**src/rtl/prienc_pkg.sv**
```systemverilog
// Shared constants, state encoding and bit-count helper for the 16-to-4 priority encoder.
// Latency: n/a (declarations only).
// Backpressure: n/a.
package prienc_pkg;

    localparam int WIDTH  = 16;
    localparam int CODE_W = $clog2(WIDTH);

    typedef enum logic {
        IDLE    = 1'b0,
        PRESENT = 1'b1
    } state_t;

    // Number of set bits in a request vector; CODE_W+1 bits so a full vector (WIDTH) fits.
    function automatic logic [CODE_W:0] popcount(input logic [WIDTH-1:0] v);
        logic [CODE_W:0] cnt;
        cnt = '0;
        for (int i = 0; i < WIDTH; i++) begin
            cnt = cnt + {{CODE_W{1'b0}}, v[i]};
        end
        return cnt;
    endfunction

endpackage

```
**src/rtl/find_first16.sv**
```systemverilog
// Combinational search for the winning set bit of a vector (lowest index, or highest with PRIO_MSB_FIRST_EN).
// Latency: zero cycles, purely combinational.
// Backpressure: none; any=0 flags an empty vector, idx is then 0.
module find_first16
    import prienc_pkg::*;
(
    input  logic [WIDTH-1:0]  vec,
    output logic [CODE_W-1:0] idx,
    output logic              any
);

    // Scan so that the last hit written is the winning bit for the selected direction.
    always_comb begin
        idx = '0;
        any = |vec;
`ifdef PRIO_MSB_FIRST_EN
        for (int i = 0; i < WIDTH; i++) begin
            if (vec[i]) begin
                idx = CODE_W'(i);
            end
        end
`else
        for (int i = WIDTH - 1; i >= 0; i--) begin
            if (vec[i]) begin
                idx = CODE_W'(i);
            end
        end
`endif
    end

endmodule

```
**src/rtl/priority_encoder16.sv**
```systemverilog
// Captures a 16-bit request vector and emits each set bit's index, one code per ack (optional macro PRIO_MSB_FIRST_EN flips order to MSB first).
// Latency: code/valid registered, valid the cycle after load; one code per cycle with ack held high.
// Backpressure: with ack low all outputs hold; load is ignored while busy.
module priority_encoder16
    import prienc_pkg::*;
(
    input  logic              clk,
    input  logic              rst,
    input  logic [WIDTH-1:0]  req_in,
    input  logic              load,
    output logic [CODE_W-1:0] code,
    output logic              valid,
    input  logic              ack,
    output logic              busy,
    output logic [CODE_W:0]   remaining
);

    state_t            state_q, state_n;
    logic [WIDTH-1:0]  pend_q, pend_n;
    logic [CODE_W-1:0] code_q, code_n;
    logic [CODE_W:0]   rem_q, rem_n;

    logic [CODE_W-1:0] load_idx, next_idx;
    logic              load_any, next_any;
    logic [WIDTH-1:0]  pend_cleared;

    // Pending set with the currently presented bit removed, as it will be after an ack.
    assign pend_cleared = pend_q & ~(WIDTH'(1) << code_q);

    find_first16 u_ff_load (
        .vec (req_in),
        .idx (load_idx),
        .any (load_any)
    );

    find_first16 u_ff_next (
        .vec (pend_cleared),
        .idx (next_idx),
        .any (next_any)
    );

    // Next-state logic: capture on load in IDLE, advance to the next bit on ack in PRESENT.
    always_comb begin
        state_n = state_q;
        pend_n  = pend_q;
        code_n  = code_q;
        rem_n   = rem_q;
        case (state_q)
            IDLE: begin
                if (load && load_any) begin
                    pend_n  = req_in;
                    code_n  = load_idx;
                    rem_n   = popcount(req_in);
                    state_n = PRESENT;
                end
            end
            PRESENT: begin
                if (ack) begin
                    pend_n = pend_cleared;
                    rem_n  = rem_q - 1'b1;
                    if (next_any) begin
                        code_n = next_idx;
                    end else begin
                        state_n = IDLE;
                    end
                end
            end
            default: state_n = IDLE;
        endcase
    end

    // State registers with synchronous reset that discards any pending requests.
    always_ff @(posedge clk) begin
        if (rst) begin
            state_q <= IDLE;
            pend_q  <= '0;
            code_q  <= '0;
            rem_q   <= '0;
        end else begin
            state_q <= state_n;
            pend_q  <= pend_n;
            code_q  <= code_n;
            rem_q   <= rem_n;
        end
    end

    assign busy      = (state_q == PRESENT);
    assign valid     = busy;
    assign code      = code_q;
    assign remaining = rem_q;

endmodule

```
**config.mk**
```make
export PLATFORM = sky130hd
export DESIGN_NAME = priority_encoder16
export DESIGN_NICKNAME = d
export VERILOG_FILES = /design/src/rtl/prienc_pkg.sv /design/src/rtl/find_first16.sv /design/src/rtl/priority_encoder16.sv
export SDC_FILE = /design/constraint.sdc
export NUM_CORES = 1
export LEC_CHECK = 0
export BUFFER_PORTS_ARGS = -buffer_cell sky130_fd_sc_hd__buf_4
export CAP_MARGIN = 5
export CORE_MARGIN = 4
export CORE_UTILIZATION = 30
export DETAILED_ROUTE_END_ITERATION = 6
export GPL_ROUTABILITY_DRIVEN = 0
export GPL_TIMING_DRIVEN = 0
export PLACE_DENSITY_LB_ADDON = 0.08
export SLEW_MARGIN = 0
export SYNTH_ARGS = -nofsm -noshare
export SYNTH_HDL_FRONTEND = slang
export SYNTH_HIERARCHICAL = 1
export SYNTH_SLANG_ARGS = --single-unit
```
**constraint.sdc**
```tcl
create_clock -name clk -period 5.2 [get_ports clk]
set_input_delay 1.04 -clock clk [delete_from_list [all_inputs] [get_ports clk]]
set_output_delay 1.04 -clock clk [all_outputs]
set_load 0.01 [all_outputs]
```
# --- Word-level counts from Yosys, hierarchy flattened ---
# Cells that the tools add are included.
totals:
  register_bits: 26
  elab_cells: 78
  in_bits: 20
  output_inout_bits: 11
classes:
  n_shift: 1
  bitwise: 3
  muxes: 46
  add_sub_neg: 16
  reduce_logical: 5
  n_eq_ne: 3
op_table:
  columns: ["operator", "count"]
  rows:
  - ["4-bit two-way mux", 35]
  - ["5-bit by 1-bit adder with 5-bit output", 11]
  - ["16-bit two-way mux", 2]
  - ["16-bit case mux with 2 select lines", 1]
  - ["16-bit OR reduction", 2]
  - ["16-bit AND", 1]
  - ["16-bit NOT", 1]
  - ["1-bit by 4-bit left shift with 16-bit output (first input constant)", 1]
  - ["5-bit two-way mux", 2]
  - ["5-bit case mux with 2 select lines", 1]
  - ["4-bit case mux with 2 select lines", 1]
  - ["4-bit by 1-bit adder with 5-bit output", 1]
  - ["5-bit by 1-bit subtractor with 5-bit output (second input constant)", 1]
  - ["3-bit by 1-bit adder with 4-bit output", 1]
  - ["2-bit inequality test (second input constant)", 2]
  - ["2-bit by 1-bit adder with 3-bit output", 1]
  - ["1-bit two-way mux", 3]
  - ["3-bit AND reduction", 1]
  - ["1-bit by 1-bit adder with 2-bit output", 1]
  - ["2-bit by 1-bit inequality test with 1-bit output (second input constant)", 1]
  - ["1-bit case mux with 2 select lines", 1]
  - ["2-bit AND reduction", 1]
  - ["1-bit logical AND", 1]
  - ["1-bit NOT", 1]

# --- Longest topological paths before layout ---
# Gate-level depths: netlist of the first run.
logic_depth:
  ltp_word: 22
  ltp_mapped: 13
  depth_no_buf: 13

# --- Cells and area by module ---
# The synthesis of the first run kept the hierarchy.
by_module_without_submodules:
  columns: ["module", "seq_area_each_um2", "cells_each", "n_inst", "area_per_inst_um2"]
  rows:
  - ["priority_encoder16", 520.5, 215, 1, 1808.0]
  - ["find_first16", 0.0, 34, 2, 176.4]

# --- Worst setup path before layout of the first run ---
# OpenSTA, ideal clock, no wires.
synth_timing:
  path_kind: "input-to-reg"
  start: "input port req_in[0]"
  end: "register rem_q[2], in the netlist remaining[2]"
  arrival_ns: 4.063
  n_path_buf: 0
  path_slack_ns: 1.066
  cell_stages: 13
  setup_ns: 0.071
  t_required_ns: 5.129
  path_cell_list: "inv_1 -> fa_1 -> fa_1 -> fa_1 -> fa_1 -> inv_1 -> ha_1 -> inv_1 -> fa_1 -> xor2_1 -> mux2i_1 -> nand2_1 -> a21oi_1"
synth_via:
  elab_chain_cells: 17
  word_cells_on_any_way: 21
  classes_between: "add/sub (15); eq/ne (1); mux (2); reduce/logical (3)"
synth_rtl:
  columns: ["element", "line_no", "text"]
  rows:
  - ["start, declared", "priority_encoder16.sv:9", "input logic [WIDTH-1:0] req_in,"]
  - ["1-bit by 1-bit adder with 2-bit output", "prienc_pkg.sv:19", "cnt = cnt + {{CODE_W{1'b0}}, v[i]};"]
  - ["2-bit by 1-bit adder with 3-bit output", "prienc_pkg.sv:19", null]
  - ["3-bit by 1-bit adder with 4-bit output", "prienc_pkg.sv:19", null]
  - ["4-bit by 1-bit adder with 5-bit output", "prienc_pkg.sv:19", null]
  - ["5-bit by 1-bit adder with 5-bit output (11 in series)", "prienc_pkg.sv:19", null]
  - ["5-bit two-way mux", "priority_encoder16.sv:50", "if (load && load_any) begin"]
  - ["5-bit case mux with 2 select lines", "priority_encoder16.sv:48", "case (state_q)"]
  - ["end signal, assigned", "priority_encoder16.sv:83", "rem_q <= rem_n;"]
  - ["end, declared", "priority_encoder16.sv:21", "logic [CODE_W:0] rem_q, rem_n;"]
# Parallel ways exist; a longest one is shown, timed or not. The select of a mux whose other input is x is not followed.
# A chain may end at the register's enable or synchronous reset.

# --- Final worst setup path of the first run ---
layout_timing:
  start: "input port req_in[5]"
  end: "register rem_q[2], in the netlist remaining[2]"
layout_via:
  elab_chain_cells: 13
  word_cells_on_any_way: 17
  classes_between: "add/sub (11); eq/ne (1); mux (2); reduce/logical (3)"
layout_rtl:
  columns: ["element", "line_no"]
  rows:
  - ["5-bit by 1-bit adder with 5-bit output (11 in series)", "prienc_pkg.sv:19"]
  - ["5-bit two-way mux", "priority_encoder16.sv:50"]
  - ["5-bit case mux with 2 select lines", "priority_encoder16.sv:48"]
# Parallel ways exist; a longest one is shown, timed or not. The select of a mux whose other input is x is not followed.

==> flow_metrics.env, run 1 <==
export IMPL_yosysSeqAreaShare=0.241
export IMPL_drc=0
export IMPL_n_antenna_cell=0
export IMPL_grt_pass1_vias=1915
export IMPL_ctsRootBufferMaster="clkbuf_8"
export IMPL_num_rows=30
export IMPL_grt_pass1_wl_um=10400
export IMPL_cts_setup_buffers=0
export IMPL_insertion_delay_ns=0.27
export IMPL_min_path_cells=2
export IMPL_drt_initial_drc_count=117
export IMPL_irDropWorstVdd_mv=0.119
export IMPL_clkSlewWorstSetupHoldPaths_ns=0.09
export IMPL_ys_top_cells_by_count="inv_1, nor2_1, nand2_1"
export IMPL_wl_um=6610
export IMPL_synth_seq_cells=26
export IMPL_fin_tns_setup_ns=0
export IMPL_placed_cells=408
export IMPL_crit_path_max_incr_delay_ns=0.56
export IMPL_rr_worst_depth=9
export IMPL_finalSetupViolCount=0
export IMPL_cts_buffers=3
export IMPL_htreeDepth=1
export IMPL_dp_hpwl_um=5230
export IMPL_synth_distinct_cells=45
export IMPL_critical_path_slowest_cell="fa_1"
export IMPL_syn_to_final_growth_pct=17.5
export IMPL_post_route_util=0.368
export IMPL_antenna_found_initial=0
export IMPL_post_place_ws_ns=0.769
export IMPL_finalHoldViolCount=0
export IMPL_synth_most_common_cell="inv_1"
export IMPL_grt_max_degree=14
export IMPL_status="finished, final reports clean"
export IMPL_numPortBuffers=29
export IMPL_yosysWarnings=6
export IMPL_crit_top_cell="fa_1"
export IMPL_crit_family="adder cells"
export IMPL_maxCapViolCount=0
export IMPL_cp_cell_sequence="buf_4 -> inv_1 -> fa_1 -> fa_1 -> fa_1 -> fa_1 -> inv_1 -> ha_1 -> inv_1 -> fa_1 -> xor2_1 -> mux2i_1 -> nand2_1 -> a21oi_1"
export IMPL_grt_total_usage=0.156
export IMPL_whs_ns=0.484
export IMPL_dr_pass1_iters=4
export IMPL_ant_nets=0
export IMPL_core_um2=6910
export IMPL_cp_num_buf_inv=4
export IMPL_worstHoldEndpoint="pend_q[14]"
export IMPL_crit_start="req_in[5]"
export IMPL_cp_end_kind="flip-flop"
export IMPL_initial_core_util=0.313
export IMPL_fmax_ghz=0.241
export IMPL_synthArstFlopShare=0
export IMPL_final_cells=411
export IMPL_start_kind="input pin"
export IMPL_num_vias=2094
export IMPL_syn_nets=319
export IMPL_die_y_um=92.9
export IMPL_cp_depth=14
export IMPL_power_density_nw_per_um2=313
export IMPL_crit_arrival_ns=4.35
export IMPL_finalWorstSetupSlack_ns=1.05
export IMPL_avgSynthCellArea_um2=7.64
export IMPL_synth_ff_type="dfxtp_1"
export IMPL_drive_above_1_share=0.159
export IMPL_r2r_setup_slack_ns=2.63
export IMPL_vias_per_cell=5.09
export IMPL_die_area_um2=8620
export IMPL_cp_max_fo=6
export IMPL_clockBufferDepth=2
export IMPL_final_area_um2=2540
export IMPL_slew_viol_final=0
export IMPL_yosysTopAreaCell="dfxtp_1"
export IMPL_clock_sinks=26
export IMPL_hp_start="pend_q[14]"
export IMPL_placed_cell_area_um2=2500
export IMPL_synth_edf_count=0
export IMPL_cp_required_ns=5.40
export IMPL_rr_endpoint="code[0]"
export IMPL_finalPower_mw=0.795
export IMPL_yosys_area_top_type_share=0.241
export IMPL_drt_wirelength_per_cell_um=16.1
export IMPL_die_w_um=92.9
export IMPL_period_share=0.798
export IMPL_overflow=0
export IMPL_cts_resized=0
export IMPL_power_leakage_nw=1.09
export IMPL_synthTopCellsByArea="dfxtp_1, fa_1, inv_1"
export IMPL_tightest_slew_ns=0.619
export IMPL_cts_tree="yes"
export IMPL_fin_worst_skew_ns=0.00405
export IMPL_ios=31
export IMPL_r2r_start="code[1]"
export IMPL_relSlewSlack=0.587
export IMPL_syn_inst=283
export IMPL_critPathKind="in2reg"
export IMPL_layout_nets=353
export IMPL_fin_crit_ns=4.15
export IMPL_hold_class="reg2reg"
export IMPL_cts_hold_buffers=0
export IMPL_netlist_area_um2=2160
export IMPL_grt_setup_unrepaired="false"
-- metal layers --
| metal | track usage | vias up | routed length [um] | part of all wire |
|---|---|---|---|---|
| met4 | 0.0403 | 0 | 70 | 0.011 |
| met2 | 0.236 | 48 | 2970 | 0.45 |
| li1 | - | 1054 | - | - |
| met1 | 0.235 | 987 | 3280 | 0.50 |
| met3 | 0.0138 | 5 | 289 | 0.044 |
| met5 | 0 | - | 0 | 0 |
-- placed cells by master, fill, tap and decap left out, drive strengths merged, types with 6 or more instances in the layout --
master / count
a211oi: 16
a21boi: 9
a21oi: 25
a31oi: 9
buf: 38
dfxtp: 26
fa: 10
ha: 6
inv: 39
mux2i: 11
nand2: 27
nand3: 6
nor2: 35
o21ai: 10
-- cell type report --
| class | count | area, um^2 |
|---|---|---|
| buffer | 11 | 65.1 |
| clock buffer | 3 | 41.3 |
| timing repair buffer | 29 | 218 |
| inverter | 39 | 146 |
| sequential | 26 | 520 |
| multi-input combinational | 207 | 1430 |
| fill | 787 | 4370 |
| tap | 96 | 120 |
-- state kept, by name, indices dropped and copies added, names as in the netlist --
register and flops:
pend_q 16, remaining 5, code 4, busy 1
-- power breakdown --
part,switching [mW],leakage [nW],total [mW],internal [mW]
clock network,0.0643,0.0216,0.116,0.0520
registers,0.0310,0.215,0.261,0.230
logic,0.236,0.849,0.418,0.181
total,0.332,1.09,0.795,0.463
-- worst max path at each step --
stage | endpoint
after floorplan | remaining[2]
after global placement | remaining[2]
after detailed placement | remaining[2]
after CTS | remaining[2]
after global routing | remaining[2]
final | remaining[2]
-- worst reg2reg max path, cell delays in order, from the launching register on --
cell and delay, ns:
dfxtp_1 0.52, nor2b_1 0.42, a21boi_1 0.22, nor4_2 0.28, nand3_1 0.13, or3_1 0.36
nand3_1 0.10, nand2_1 0.19, nor2_1 0.16, a211oi_1 0.06
-- cells by family after synthesis --
kind of cell / count (synthesis) / share of synthesized area
AO/OA/AOI/OAI: 88 / 0.281
XOR/XNOR: 1 / 0.00405
adder cells (fa/ha/maj): 16 / 0.127
buffers and inverters: 50 / 0.0979
flip-flops: 26 / 0.241
multiplexers: 11 / 0.0510
AND/OR/NAND/NOR: 91 / 0.197
(Power assumes the default switching activity.)
==> inputs of run 2 (changes only) <==
- clock period: 5.2 -> 4.1 ns (I/O delays scaled with it)
==> run 2 against run 1 <==
First-iteration DRC count up 14%. Wire length up 0.33%. Count of clock-buffer cells in the layout unchanged. Die area stayed put. Power grew 27%. Register-to-register slack lost 1.1 ns. Sequential power rose by 27%. Highest routed layer unchanged.
==> flow_metrics.env, run 2 (synthesis results as in run 1) <==
export IMPL_cts_setup_buffers=0
export IMPL_cts_buffers=3
export IMPL_n_antenna_cell=0
export IMPL_numPortBuffers=29
export IMPL_core_um2=6910
export IMPL_cp_max_fo=6
export IMPL_cts_tree="yes"
export IMPL_largest_reg_flops=16
export IMPL_tightest_slew_ns=0.627
export IMPL_clkSlewWorstSetupHoldPaths_ns=0.09
export IMPL_drive_above_1_share=0.162
export IMPL_ios=31
export IMPL_vias_per_cell=5.14
export IMPL_insertion_delay_ns=0.27
export IMPL_critical_path_slowest_cell="fa_1"
export IMPL_grt_setup_unrepaired="false"
export IMPL_cp_end_kind="flip-flop"
export IMPL_wl_um=6640
export IMPL_status="finished, final reports clean"
export IMPL_final_common_cell="inv_1"
export IMPL_cp_num_buf_inv=4
export IMPL_critPathKind="in2reg"
export IMPL_cp_required_ns=4.30
export IMPL_num_vias=2112
export IMPL_ant_nets=0
export IMPL_dr_pass1_iters=5
export IMPL_largest_register="pend_q"
export IMPL_period_share=0.945
export IMPL_crit_family="adder cells"
export IMPL_die_y_um=92.9
export IMPL_fmax_ghz=0.258
export IMPL_drc=0
export IMPL_layout_nets=353
export IMPL_crit_arrival_ns=4.07
export IMPL_drt_wirelength_per_cell_um=16.1
export IMPL_htreeDepth=1
export IMPL_syn_to_final_growth_pct=17.7
export IMPL_fin_worst_skew_ns=0.00700
export IMPL_irDropWorstVdd_mv=0.154
export IMPL_fin_tns_setup_ns=0
export IMPL_grt_max_degree=14
export IMPL_overflow=0
export IMPL_num_rows=30
export IMPL_final_cell_mix="inv_1, nor2_1, buf_4"
export IMPL_slew_viol_final=0
export IMPL_initial_core_util=0.313
export IMPL_crit_path_max_incr_delay_ns=0.56
export IMPL_clockBufferDepth=2
export IMPL_finalPower_mw=1.01
export IMPL_dp_hpwl_um=5230
export IMPL_finalSetupViolCount=0
export IMPL_ctsRootBufferMaster="clkbuf_8"
export IMPL_power_density_nw_per_um2=398
export IMPL_grt_total_usage=0.156
export IMPL_fin_crit_ns=3.87
export IMPL_grt_pass1_wl_um=10400
export IMPL_grt_pass1_vias=1915
export IMPL_hold_class="reg2reg"
export IMPL_cts_resized=0
export IMPL_relSlewSlack=0.582
export IMPL_post_route_util=0.368
export IMPL_die_w_um=92.9
export IMPL_crit_top_cell="fa_1"
export IMPL_finalHoldViolCount=0
export IMPL_drt_initial_drc_count=133
export IMPL_cts_hold_buffers=0
export IMPL_power_leakage_nw=1.09
export IMPL_antenna_found_initial=0
export IMPL_die_area_um2=8620
export IMPL_maxCapViolCount=0
export IMPL_clock_sinks=26
export IMPL_start_kind="input pin"
export IMPL_cp_cell_sequence="buf_4 -> inv_1 -> fa_1 -> fa_1 -> fa_1 -> fa_1 -> inv_1 -> ha_1 -> inv_1 -> fa_2 -> xor2_1 -> mux2i_1 -> nand2_1 -> a21oi_1"
-- run 2: changes by cell type in the layout (fill, tap and decap cells not counted) --
cell,previous run,this run
fa_1,10,9
fa_2,0,1
-- run 2: cell type report --
type	count	area [um^2]
Buffer	11	65.1
Sequential cell	26	520
Tap cell	96	120
Multi-Input combinational cell	207	1430
Clock buffer	3	41.3
Timing Repair Buffer	29	218
Inverter	39	146
Fill cell	790	4360
-- run 2: worst paths after layout --
check / start / end / slack, ns / cells after the start
hold reg to reg: pend_q[14] / pend_q[14] / 0.48 / 2
setup / recovery: req_in[5] / remaining[2] / 0.23 / 14
hold / removal: pend_q[14] / pend_q[14] / 0.48 / 2
setup reg to reg: code[1] / code[0] / 1.49 / 9
-- run 2: per-stage QoR --
step / setup slack, ns / cells / hold slack (ns) / cell area [um^2]
CTS: 0.169 / 411 / 0.489 / 2540
detailed placement: -0.111 / 408 / 0.474 / 2500
global placement: -0.132 / 408 / 0.471 / 2500
floorplan: 0.186 / 283 / 0.452 / 2160
global route: 0.0398 / 411 / 0.514 / 2540
finish: 0.227 / 411 / 0.485 / 2540
-- run 2: where the power goes --
group / leakage (nW) / switching (mW) / internal (mW) / total (mW)
Combinational: 0.848 / 0.301 / 0.232 / 0.533
Clock: 0.0216 / 0.0819 / 0.0660 / 0.148
Sequential: 0.215 / 0.0394 / 0.292 / 0.331
-- run 2: worst min-delay path, cell delays in order (launching register included) --
cell and delay (ns):
dfxtp_1 0.31, inv_1 0.06, a221oi_1 0.07
-- run 2: per-layer routing --
metal | share of wire | vias to the layer above | GRT usage
met5 | 0 | - | 0
met4 | 0.010 | 0 | 0.0403
met3 | 0.042 | 5 | 0.0138
met2 | 0.45 | 42 | 0.236
met1 | 0.50 | 1009 | 0.235
li1 | - | 1056 | -
